--- src/rtl/fetch_pc_unit.sv ---
// Instruction-fetch front end: owns the PC and keeps one request in flight to instruction memory.
// Delivers each returned instruction with its PC to IF/ID. Redirects override stalls.
module fetch_pc_unit #(
  parameter int unsigned       ADDR_W   = 32,
  parameter int unsigned       INSTR_W  = 32,
  parameter logic [ADDR_W-1:0] RESET_PC = '0
) (
  input  logic               clk,
  input  logic               rst_n,
  input  logic               stall,
  input  logic               redirect_valid,
  input  logic [ADDR_W-1:0]  redirect_pc,
  output logic               imem_req,
  output logic [ADDR_W-1:0]  imem_addr,
  input  logic               imem_gnt,
  input  logic               imem_rvalid,
  input  logic [INSTR_W-1:0] imem_rdata,
  output logic               if_valid,
  output logic [ADDR_W-1:0]  if_pc,
  output logic [INSTR_W-1:0] if_instr,
  output logic [ADDR_W-1:0]  pc_plus4
);

  typedef enum logic [1:0] {StBoot, StReq, StWait, StHold} state_e;

  state_e               state_q, state_d;
  logic [ADDR_W-1:0]    pc_q, pc_d;
  logic                 kill_q, kill_d;
  logic [INSTR_W-1:0]   hold_q, hold_d;
  logic                 if_valid_q, if_valid_d;
  logic [ADDR_W-1:0]    if_pc_q, if_pc_d;
  logic [INSTR_W-1:0]   if_instr_q, if_instr_d;
  logic [ADDR_W-1:0]    redirect_tgt;

  assign redirect_tgt = redirect_pc & ~ADDR_W'(3);
  assign pc_plus4     = pc_q + ADDR_W'(4);
  assign imem_addr    = pc_q;
  assign imem_req     = (state_q == StReq);
  assign if_valid     = if_valid_q;
  assign if_pc        = if_pc_q;
  assign if_instr     = if_instr_q;

  always_comb begin
    state_d    = state_q;
    pc_d       = pc_q;
    kill_d     = kill_q;
    hold_d     = hold_q;
    if_valid_d = 1'b0;
    if_pc_d    = if_pc_q;
    if_instr_d = if_instr_q;

    case (state_q)
      StBoot: state_d = StReq;

      StReq: begin
        if (redirect_valid) pc_d = redirect_tgt;
        if (imem_gnt) begin
          state_d = StWait;
          // The granted request was for the old PC; its response must be dropped.
          kill_d  = redirect_valid;
        end
      end

      StWait: begin
        if (!imem_rvalid) begin
          if (redirect_valid) begin
            pc_d   = redirect_tgt;
            kill_d = 1'b1;
          end
        end else begin
          state_d = StReq;
          if (kill_q) begin
            kill_d = 1'b0;
            if (redirect_valid) pc_d = redirect_tgt;
          end else if (redirect_valid) begin
            pc_d = redirect_tgt;
          end else if (!stall) begin
            if_valid_d = 1'b1;
            if_pc_d    = pc_q;
            if_instr_d = imem_rdata;
            pc_d       = pc_plus4;
          end else begin
            hold_d  = imem_rdata;
            state_d = StHold;
          end
        end
      end

      StHold: begin
        if (redirect_valid) begin
          pc_d    = redirect_tgt;
          state_d = StReq;
        end else if (!stall) begin
          // pc is unchanged while holding, so it is still the held instruction's PC.
          if_valid_d = 1'b1;
          if_pc_d    = pc_q;
          if_instr_d = hold_q;
          pc_d       = pc_plus4;
          state_d    = StReq;
        end
      end

      default: state_d = StBoot;
    endcase
  end

  always_ff @(posedge clk or negedge rst_n) begin
    if (!rst_n) begin
      state_q    <= StBoot;
      pc_q       <= RESET_PC;
      kill_q     <= 1'b0;
      hold_q     <= '0;
      if_valid_q <= 1'b0;
      if_pc_q    <= RESET_PC;
      if_instr_q <= '0;
    end else begin
      state_q    <= state_d;
      pc_q       <= pc_d;
      kill_q     <= kill_d;
      hold_q     <= hold_d;
      if_valid_q <= if_valid_d;
      if_pc_q    <= if_pc_d;
      if_instr_q <= if_instr_d;
    end
  end

endmodule

--- config.mk ---
export PLATFORM = sky130hd
export DESIGN_NAME = fetch_pc_unit
export DESIGN_NICKNAME = d
export VERILOG_FILES = /design/src/rtl/fetch_pc_unit.sv
export SDC_FILE = /design/constraint.sdc
export NUM_CORES = 1
export LEC_CHECK = 0
export BUFFER_PORTS_ARGS = -buffer_cell sky130_fd_sc_hd__buf_2
export CORE_MARGIN = 3
export CORE_UTILIZATION = 50
export DETAILED_ROUTE_END_ITERATION = 16
export MAX_ROUTING_LAYER = met4
export PLACE_DENSITY = 0.77
export SLEW_MARGIN = 20
export SYNTH_ARGS = -nofsm -noshare
export SYNTH_HDL_FRONTEND = slang
export SYNTH_SLANG_ARGS = --single-unit
--- constraint.sdc ---
create_clock -name clk -period 4 [get_ports clk]
set_clock_uncertainty 0.2 [all_clocks]
set_input_delay 0.4 -clock clk [delete_from_list [all_inputs] [get_ports clk]]
set_output_delay 0.4 -clock clk [all_outputs]
set_load 0.01 [all_outputs]
==> results of run 1 <==
[cell type report]
| type | instances | area share [%] |
|---|---|---|
| inverter | 13 | 0.582 |
| multi-input combinational | 432 | 37.1 |
| clock inverter | 9 | 1.78 |
| timing repair buffer | 207 | 12.8 |
| tap | 172 | 2.57 |
| sequential | 132 | 39.4 |
| clock buffer | 23 | 5.82 |
[cells by family after synthesis]
kind of cell	share of synthesized area [%]
compound gates	12.9
xor+xnor	3.68
fa+ha+maj	1.13
buf+inv	3.89
flops	49.6
mux	16.2
simple gates	12.7
[placed cells by master, fill, tap and decap left out, types with 4 or more instances in the layout]
cell       synthesis  layout
clkbuf_16          0      17
nand2_1           30      30
buf_4              5       8
nor3_1             8       7
o21ai_0           27      27
clkbuf_8           0       4
a22oi_1           15      15
ha_1               6       5
inv_1             13      13
nand2b_1           4       4
buf_2             17     196
a211oi_1           4       4
bufinv_16          0       4
xnor2_1           22      22
mux2_2            64      64
o211ai_1           7       7
nand3_1           21      21
xor2_1             6       6
dfrtp_1          132     132
and2_1             4       4
a21oi_1           52      52
clkinv_2           0       4
and4_1             5       5
mux2i_1           36      36
or3_1              4       4
nand4_1            7       7
o311ai_0           5       5
nor2_1            60      60
[power groups by stage]
| stage | Clock, mW | Combinational (mW) | Sequential [mW] |
|---|---|---|---|
| 6_report | 1.67 | 2.56 | 2.52 |
| 5_1_grt | 1.75 | 2.81 | 2.61 |
| 4_1_cts | 1.69 | 2.58 | 2.51 |
| 3_5_place_dp | 0 | 2.57 | 2.52 |
| 3_3_place_gp | 0 | 2.50 | 2.47 |
| 2_1_floorplan | 0 | 1.45 | 2.56 |
[flip-flops by register name (all words and copies together), names as in the netlist]
name,count
hold_q,32
if_instr,32
if_pc,32
if_valid,1
imem_addr,32
kill_q,1
state_q,2
[worst max-delay path: cells and delay by family (launching register included)]
kind          cells  cell delay, ps
simple gates      3            1000
flops             1             470
fa+ha+maj         1             350
xor+xnor          1             270
buf+inv           1             170
[metal layers]
layer	wire (µm)	GRT usage, %
met5	0	-
met3	1460	6.81
met2	8740	40.0
met4	493	12.0
met1	7420	30.9
[through the flow]
| stage | util [%] | hold slack (ps) | area (µm²) |
|---|---|---|---|
| after global routing | 65.4 | 23.7 | 8390 |
| final | 65.4 | 29.2 | 8390 |
| after CTS | 65.4 | 16.3 | 8390 |
| after global placement | 60.3 | 284 | 7730 |
| after detailed placement | 60.3 | 290 | 7730 |
| after floorplan | - | -95.6 | 6670 |
[worst paths after layout]
path / startpoint / to / slack, ps
max reg2reg: state_q[0] / if_pc[25] / 1160
min in group asynchronous: rst_n / if_pc[14] / 470
min: redirect_pc[30] / imem_addr[30] / 30
max in group asynchronous: rst_n / if_instr[10] / 2200
max: imem_addr[2] / pc_plus4[30] / 720
min reg2reg: if_pc[17] / if_pc[17] / 300
==> impl_metrics.toml, run 1 <==
[logic_synthesis]
post-synth-top-count-cell = "dfrtp_1"
synth_area_leaders = "dfrtp_1, mux2_2, mux2i_1, a21oi_1, nor2_1"
synth_seq_cells = 132
async_flop_share_pct = 100
synth_edf_count = 0
yosys_warnings = 0
yosys.area.top_type = "dfrtp_1"
synth_cells = 620
syn-num-nets = 696
syn_area_um2 = 6670
synth_top_area_share_pct = 49.6
yosysSeqAreaShare_pct = 49.6
synth_common_cells = "dfrtp_1, mux2_2, nor2_1"
ys.flop_type = "dfrtp_1"
synth_cell_types = 57
postSynthAreaPerCell_um2 = 10.8

[power]
switching_share_pct = 37.9
pwr-share-comb_pct = 38.0
p_seq_share_pct = 37.3
pwr-share-clk_pct = 24.8
p_total_mw = 6.75
peakVddDrop_mv = 0.430
internal_power_mw = 4.19
power_density_nw_per_um2 = 805
switchingPower_mw = 2.56
p_leak_nw = 3.95

[floorplanning]
die_h_um = 121
num_rows = 41
ios = 200
coreArea_um2 = 12800
fp.dieW_um = 121
initial_core_util_pct = 52.0
dieArea_um2 = 14800

[placement]
io_buffers = 197
place_ws_ps = 1180
dp_hpwl_mm = 12.6
dp.cells = 954
gp_congestion = 0.910

[drt]
ant_nets = 0
drtIter0Drc = 450
drcViolationCount = 0
dr.pass1.iters = 5
routedWlPerCell_um = 18.3
routed_via_density = 5.76
vias = 5692
routed_wl_mm = 18.1

[layout]
nets = 879
multiInputGateArea_um2 = 3110
area.growth.synth_to_final_pct = 25.8
regArea_um2 = 3300
n_antenna_cell = 0
fillers = 1022
drive_gt1_share_pct = 38.4
stdcell_count = 988

[clocking]
cts_resized = 0
h-tree-depth = 4
ctsHoldBuffers = 2
cts_buffers = 17
clkTransAtPathRegs_ps = 50
clockRootBuffer = "clkbuf_16"
clk_latency_ps = 420
clock_sinks = 132
clk_path_buf_depth = 2
cts_setup_buffers = 0
cts_tree = "built"

[worst_setup_path]
cp_cell_sequence = "ha_1 > nand4_2 > nor2_1 > nand4_1 > xnor2_1 > buf_2"
crit_fanout = 8
rr_worst_depth = 6
cp.arrival_ps = 2680
cp.required_ps = 3400
crit_slowest_cell = "nor2_1"
crit_path_start_kind = "flip-flop"
cpPeakStageDelay_ps = 520
critPathKind = "reg -> out"
critPathCaptureType = "primary output"

[timing]
fin_crit_sh_pct = 82.0
setup_violations = 0
tns_ps = 0
setup_slack_ps = 722
maxSlewViolCount = 0
hold_viol_final = 0
tightest_slew_ps = 1090
rsz0062_at_grt = "false"
fin_crit_ps = 3280
relSlewSlack_pct = 27.5
max_freq_mhz = 305

[global_route]
grt_pass1_wl_mm = 28.7
grt_pass1_vias = 5632
grtUsageTotal_pct = 25.5
antenna_found_initial = 0
grt_max_degree = 105
gr-total-overflow = 0

[run_status]
status = "finished clean"

[min_path]
min_path_cells = 3
hold_path_class = "in -> reg"

[flow_run]
drv_cap = 0
(Power assumes the default switching activity.)
==> run 2: changes to the inputs <==
ABC_AREA = 1   (was not set)
CORE_UTILIZATION = 48   (was 50)
PLACE_DENSITY = 0.76   (was 0.77)
clock period = 2.8 ns   (was 4 ns; I/O delays follow)
==> run 2 against run 1 <==
  * Critical path depth rose by 2
  * Largest cell class unchanged
  * Critical path type unchanged
  * Largest power group unchanged
  * Wire length rose by 16%
  * Register-to-register slack got worse by 670 ps
  * Worst setup slack got worse by 600 ps
==> impl_metrics.toml, run 2 <==
[run_status]
status = "finished clean"

[worst_setup_path]
critPathBufInv = 1
cp.arrival_ps = 2200
crit_fanout = 8
crit_slowest_cell = "dfrtp_1"
cp_top_family = "simple AND/OR/NAND/NOR gates"
cp.required_ps = 2320
critPathCaptureType = "primary output"
cpPeakStageDelay_ps = 490
critPathKind = "reg -> out"
crit_path_start_kind = "flip-flop"
cp_cell_sequence = "ha_1 > nand2_2 > nor2_4 > nand2_4 > nor2_4 > nand2_1 > xor2_1 > buf_2"
worst_path_most_repeated_cell = "nor2_4"

[clocking]
cts_buffers = 17
h-tree-depth = 4
cts_setup_buffers = 0
clkTransAtPathRegs_ps = 70
clockRootBuffer = "clkbuf_16"
ctsHoldBuffers = 44
clock_sinks = 132
clk_path_buf_depth = 2
clk_latency_ps = 430
cts_resized = 0
cts_tree = "built"

[logic_synthesis]
yosys_warnings = 0
synth_cell_types = 40
yosys.area.top_type = "dfrtp_1"
synth_common_cells = "nand2_1, o21ai_0, dfrtp_1"
synth_seq_cells = 132
synth_area_leaders = "dfrtp_1, nand2_1, o21ai_0, inv_1, nor2_1"
synth_cells = 955
syn_area_um2 = 7080
postSynthAreaPerCell_um2 = 7.42
async_flop_share_pct = 100
yosysSeqAreaShare_pct = 46.6
syn-num-nets = 1031
synth_edf_count = 0
post-synth-top-count-cell = "nand2_1"
synth_top_area_share_pct = 46.6
ys.flop_type = "dfrtp_1"

[floorplanning]
dieArea_um2 = 16200
coreArea_um2 = 14100
fp.dieW_um = 127
initial_core_util_pct = 50.1
ios = 200
num_rows = 43
die_h_um = 127

[drt]
dr.pass1.iters = 5
drcViolationCount = 0
drtIter0Drc = 595
routed_via_density = 5.19
routed_wl_mm = 21.0
vias = 7143
routedWlPerCell_um = 15.3
ant_nets = 0

[layout]
nets = 1257
area.growth.synth_to_final_pct = 30.3
regArea_um2 = 3300
layout_commonest_cell = "nand2_1"
final_cell_mix = "nand2_1, buf_2, o21ai_0, dfrtp_1, inv_1"
multiInputGateArea_um2 = 3190
fillers = 1207
drive_gt1_share_pct = 23.2

[flow_run]
drv_cap = 0

[timing]
fin_crit_sh_pct = 95.7
relSlewSlack_pct = 54.7
maxSlewViolCount = 0
setup_violations = 0
tightest_slew_ps = 678
fin_crit_ps = 2680
max_freq_mhz = 373
tns_ps = 0
hold_viol_final = 0
rsz0062_at_grt = "false"

[placement]
gp_congestion = 0.913
dp_hpwl_mm = 14.4
io_buffers = 197

[global_route]
antenna_found_initial = 1
gr-total-overflow = 0
grt_pass1_vias = 6868
grt_pass1_wl_mm = 34.0
grtUsageTotal_pct = 26.9
grt_max_degree = 65

[power]
p_total_mw = 9.91
peakVddDrop_mv = 0.489
p_leak_nw = 4.82
power_density_nw_per_um2 = 1070

[min_path]
hold_path_class = "in -> reg"
-- run 2: cell count changes in the layout (fill, tap and decap cells not counted), sizes merged, moves of 6 or more --
cell / before / now
nand2: 30 / 284
o21ai: 28 / 193
inv: 13 / 101
mux2: 64 / 0
dlygate4sd3: 2 / 44
mux2i: 36 / 0
nor2: 60 / 90
xnor2: 22 / 0
a21oi: 53 / 38
a22oi: 15 / 2
nand3: 22 / 29
o311ai: 7 / 0
buf: 205 / 211
-- run 2: layer usage --
layer / global-route usage, % / share of wire [%] / vias up
li1: - / - / 3529
met1: 33.8 / 42 / 3261
met2: 41.7 / 47 / 308
met3: 6.56 / 8.0 / 45
met4: 11.2 / 2.3 / 0
met5: - / 0 / -
-- run 2: power breakdown --
part,switching (mW),internal (mW),leakage [nW]
combinational,2.69,1.57,2.87
sequential,0.685,2.69,1.67
clock,0.932,1.34,0.289
-- run 2: through the flow --
step                      utilization [%]  hold slack [ps]  cells  setup slack (ps)  instance area (µm²)
final                                65.2             13.0   1375               120                 9230
after global routing                 65.2             28.8   1375              13.2                 9230
after CTS                            65.2             3.51   1374               140                 9230
after detailed placement             57.9             58.8   1298               477                 8190
after global placement               57.9             60.4   1298               530                 8190
after floorplan                         -             -216    955               882                 7080
-- run 2: area by class of cell --
type	count	area share, %
timing repair buffer	255	16.8
inverter	96	3.91
antenna	1	0.0271
clock inverter	14	1.80
sequential	132	35.8
tap	180	2.44
multi-input combinational	679	34.6
clock buffer	18	4.65
-- run 2: cells by family (layout without fill, tap and decap cells) --
logic type | count (synthesis) | in the layout | share of synthesized area [%]
simple gates | 420 | 420 | 25.1
compound gates | 245 | 245 | 17.8
buf+inv | 144 | 383 | 8.43
flops | 132 | 132 | 46.6
xor+xnor | 8 | 8 | 0.989
fa+ha+maj | 6 | 6 | 1.06
other cells | 0 | 1 | 0
-- run 2: worst reg2reg max path, stage by stage (launching register included) --
cell and delay (ps):
dfrtp_1 420, inv_1 100, ha_1 330, nand3_2 150
o21ai_2 120, nand2_4 360, buf_4 360, nand2_1 70
o21ai_0 90
-- run 2: path summary, 6_finish.rpt --
check	from	to	slack, ps	cells past startpoint
worst max-delay path	imem_addr[3]	pc_plus4[22]	120	8
worst min-delay path	redirect_pc[15]	imem_addr[15]	10	5
worst max register to register	state_q[0]	if_instr[24]	490	8
worst min register to register	if_instr[17]	if_instr[17]	280	2
max in group asynchronous	rst_n	if_pc[23]	1400	3
min in group asynchronous	rst_n	if_pc[13]	170	2
==> run 3: changes to the inputs <==
CORE_UTILIZATION = 49   (was 48)
CTS_BUF_LIST = sky130_fd_sc_hd__clkbuf_8   (was not set)
PLACE_DENSITY = 0.78   (was 0.76)
==> run 3 against run 2 <==
  * First-iteration DRC count increased by 14%
  * Combinational power about the same
  * Critical path depth unchanged
  * Critical path type unchanged
  * Non-clock buffer count decreased by 1
  * Register-to-register slack improved by 20 ps
  * Sequential share of layout area increased by 0.90 points
  * Clock-buffer cell count decreased by 1
  * Design area decreased by 2.4%
  * Worst setup slack improved by 55 ps
  * Maximum frequency increased by 2.1%
  * Clock power decreased by 35%
==> impl_metrics.toml, run 3 (synthesis gave the netlist of run 2 again) <==
[drt]
routedWlPerCell_um = 15.0
vias = 7180
drtIter0Drc = 680
routed_wl_mm = 20.7
dr.pass1.iters = 6
ant_nets = 0
drcViolationCount = 0
routed_via_density = 5.23

[global_route]
grt_max_degree = 88
grt_pass1_wl_mm = 33.9
grt_pass1_vias = 6743
antenna_found_initial = 0
grtUsageTotal_pct = 27.3
gr-total-overflow = 0

[layout]
final_area_um2 = 9000
drive_gt1_share_pct = 23.0
nets = 1256
layout_commonest_cell = "nand2_1"
final_cell_mix = "nand2_1, buf_2, o21ai_0, dfrtp_1, inv_1"
area.growth.synth_to_final_pct = 27.1
fillers = 1243

[placement]
place_area_um2 = 8170
dp_hpwl_mm = 14.2
io_buffers = 197
gp_congestion = 0.930

[clocking]
clk_latency_ps = 440
clockRootBuffer = "clkbuf_8"
cts_tree = "built"
h-tree-depth = 4
clkTransAtPathRegs_ps = 90
clk_path_buf_depth = 2
cts_buffers = 17
cts_setup_buffers = 0
clock_sinks = 132

[timing]
setup_violations = 0
max_freq_mhz = 381
fin_crit_sh_pct = 93.7
maxSlewViolCount = 0
relSlewSlack_pct = 57.1
rsz0062_at_grt = "false"
tightest_slew_ps = 643
fin_hold_ws_ps = 32.7
tns_ps = 0
fin_crit_ps = 2620
hold_viol_final = 0

[floorplanning]
coreArea_um2 = 14000
fp.dieW_um = 126
initial_core_util_pct = 50.6
die_h_um = 126
num_rows = 43
ios = 200
dieArea_um2 = 15900

[power]
power_density_nw_per_um2 = 1010
p_leak_nw = 4.71
switchingPower_mw = 4.20
peakVddDrop_mv = 0.677
switching_share_pct = 46.2
internal_power_mw = 4.88
pwr-share-clk_pct = 16.2
p_total_mw = 9.09
pwr-share-comb_pct = 47.0
p_seq_share_pct = 36.8

[worst_setup_path]
cp.arrival_ps = 2140
critPathCaptureType = "primary output"
crit_fanout = 6
crit_path_start_kind = "flip-flop"
cp.required_ps = 2320
reg2reg_from = "state_q[0]"
crit_path_start = "imem_addr[2]"
critPathKind = "reg -> out"

[flow_run]
drv_cap = 0

[min_path]
hold_start = "redirect_pc[7]"
hold_path_class = "in -> reg"

[run_status]
status = "finished clean"
-- run 3: cell count changes in the layout (fill, tap and decap cells not counted), moves of 2 or more --
cell,change
bufinv_16,-2
dlygate4sd3_1,+3
clkinvlp_4,+3
clkbuf_8,+17
clkbuf_16,-17
buf_4,-5
clkinv_4,-3
-- run 3: path summary, 6_finish.rpt --
kind                                     end  slack, ps  depth (start not counted)
worst max-delay path            pc_plus4[22]        180                          8
worst min-delay path            imem_addr[7]         30                          4
worst max register to register  imem_addr[3]        510                          9
worst min register to register     if_pc[21]        280                          2
max in group asynchronous        if_instr[8]       1410                          3
min in group asynchronous          if_pc[14]        170                          2
-- run 3: final cells by class --
type	instances	area, µm²	share of cell area [%]
flip-flops and latches	132	3300	36.7
multi-input cells	679	3200	35.5
repair buffers	254	1560	17.4
inverters	96	360	4.00
clock buffers	17	234	2.60
well taps	180	225	2.50
clock inverters	15	120	1.33
diodes	1	2.50	0.0278
-- run 3: layer usage --
layer	vias to the layer above	global-route usage [%]	share of wire [%]
met2	307	41.1	46
li1	3525	-	-
met3	49	6.74	7.9
met4	0	10.9	3.0
met5	-	-	0
met1	3299	35.6	43
-- run 3: power by group through the flow --
stage | clock (mW) | combinational [mW] | sequential, mW
6_report | 1.47 | 4.27 | 3.34
5_1_grt | 1.60 | 4.79 | 3.46
4_1_cts | 1.50 | 4.25 | 3.33
3_5_place_dp | 0 | 4.19 | 3.35
3_3_place_gp | 0 | 4.10 | 3.34
2_1_floorplan | 0 | 2.30 | 3.55
-- run 3: timing repair --
item | CTS | global route
hold buffers | 47 | 0
endpoints found under the setup margin | 0 | 2
endpoints found under the hold margin | 130 | 0
resized for setup | 0 | 2
-- run 3: worst max-delay path, stage by stage, from the launching register on --
cell	delay (ps)
dfrtp_1	440
ha_1	210
nand2_2	90
nor2_4	180
nand2_4	120
nor2_4	140
nand2_1	90
xor2_1	250
buf_2	190
-- run 3: metrics by stage --
step / utilization, % / setup slack, ps / cells
after floorplan: - / 882 / 955
after global placement: 58.4 / 594 / 1294
after detailed placement: 58.4 / 527 / 1294
after CTS: 64.3 / 102 / 1373
after global routing: 64.4 / 16.8 / 1373
final: 64.4 / 175 / 1374
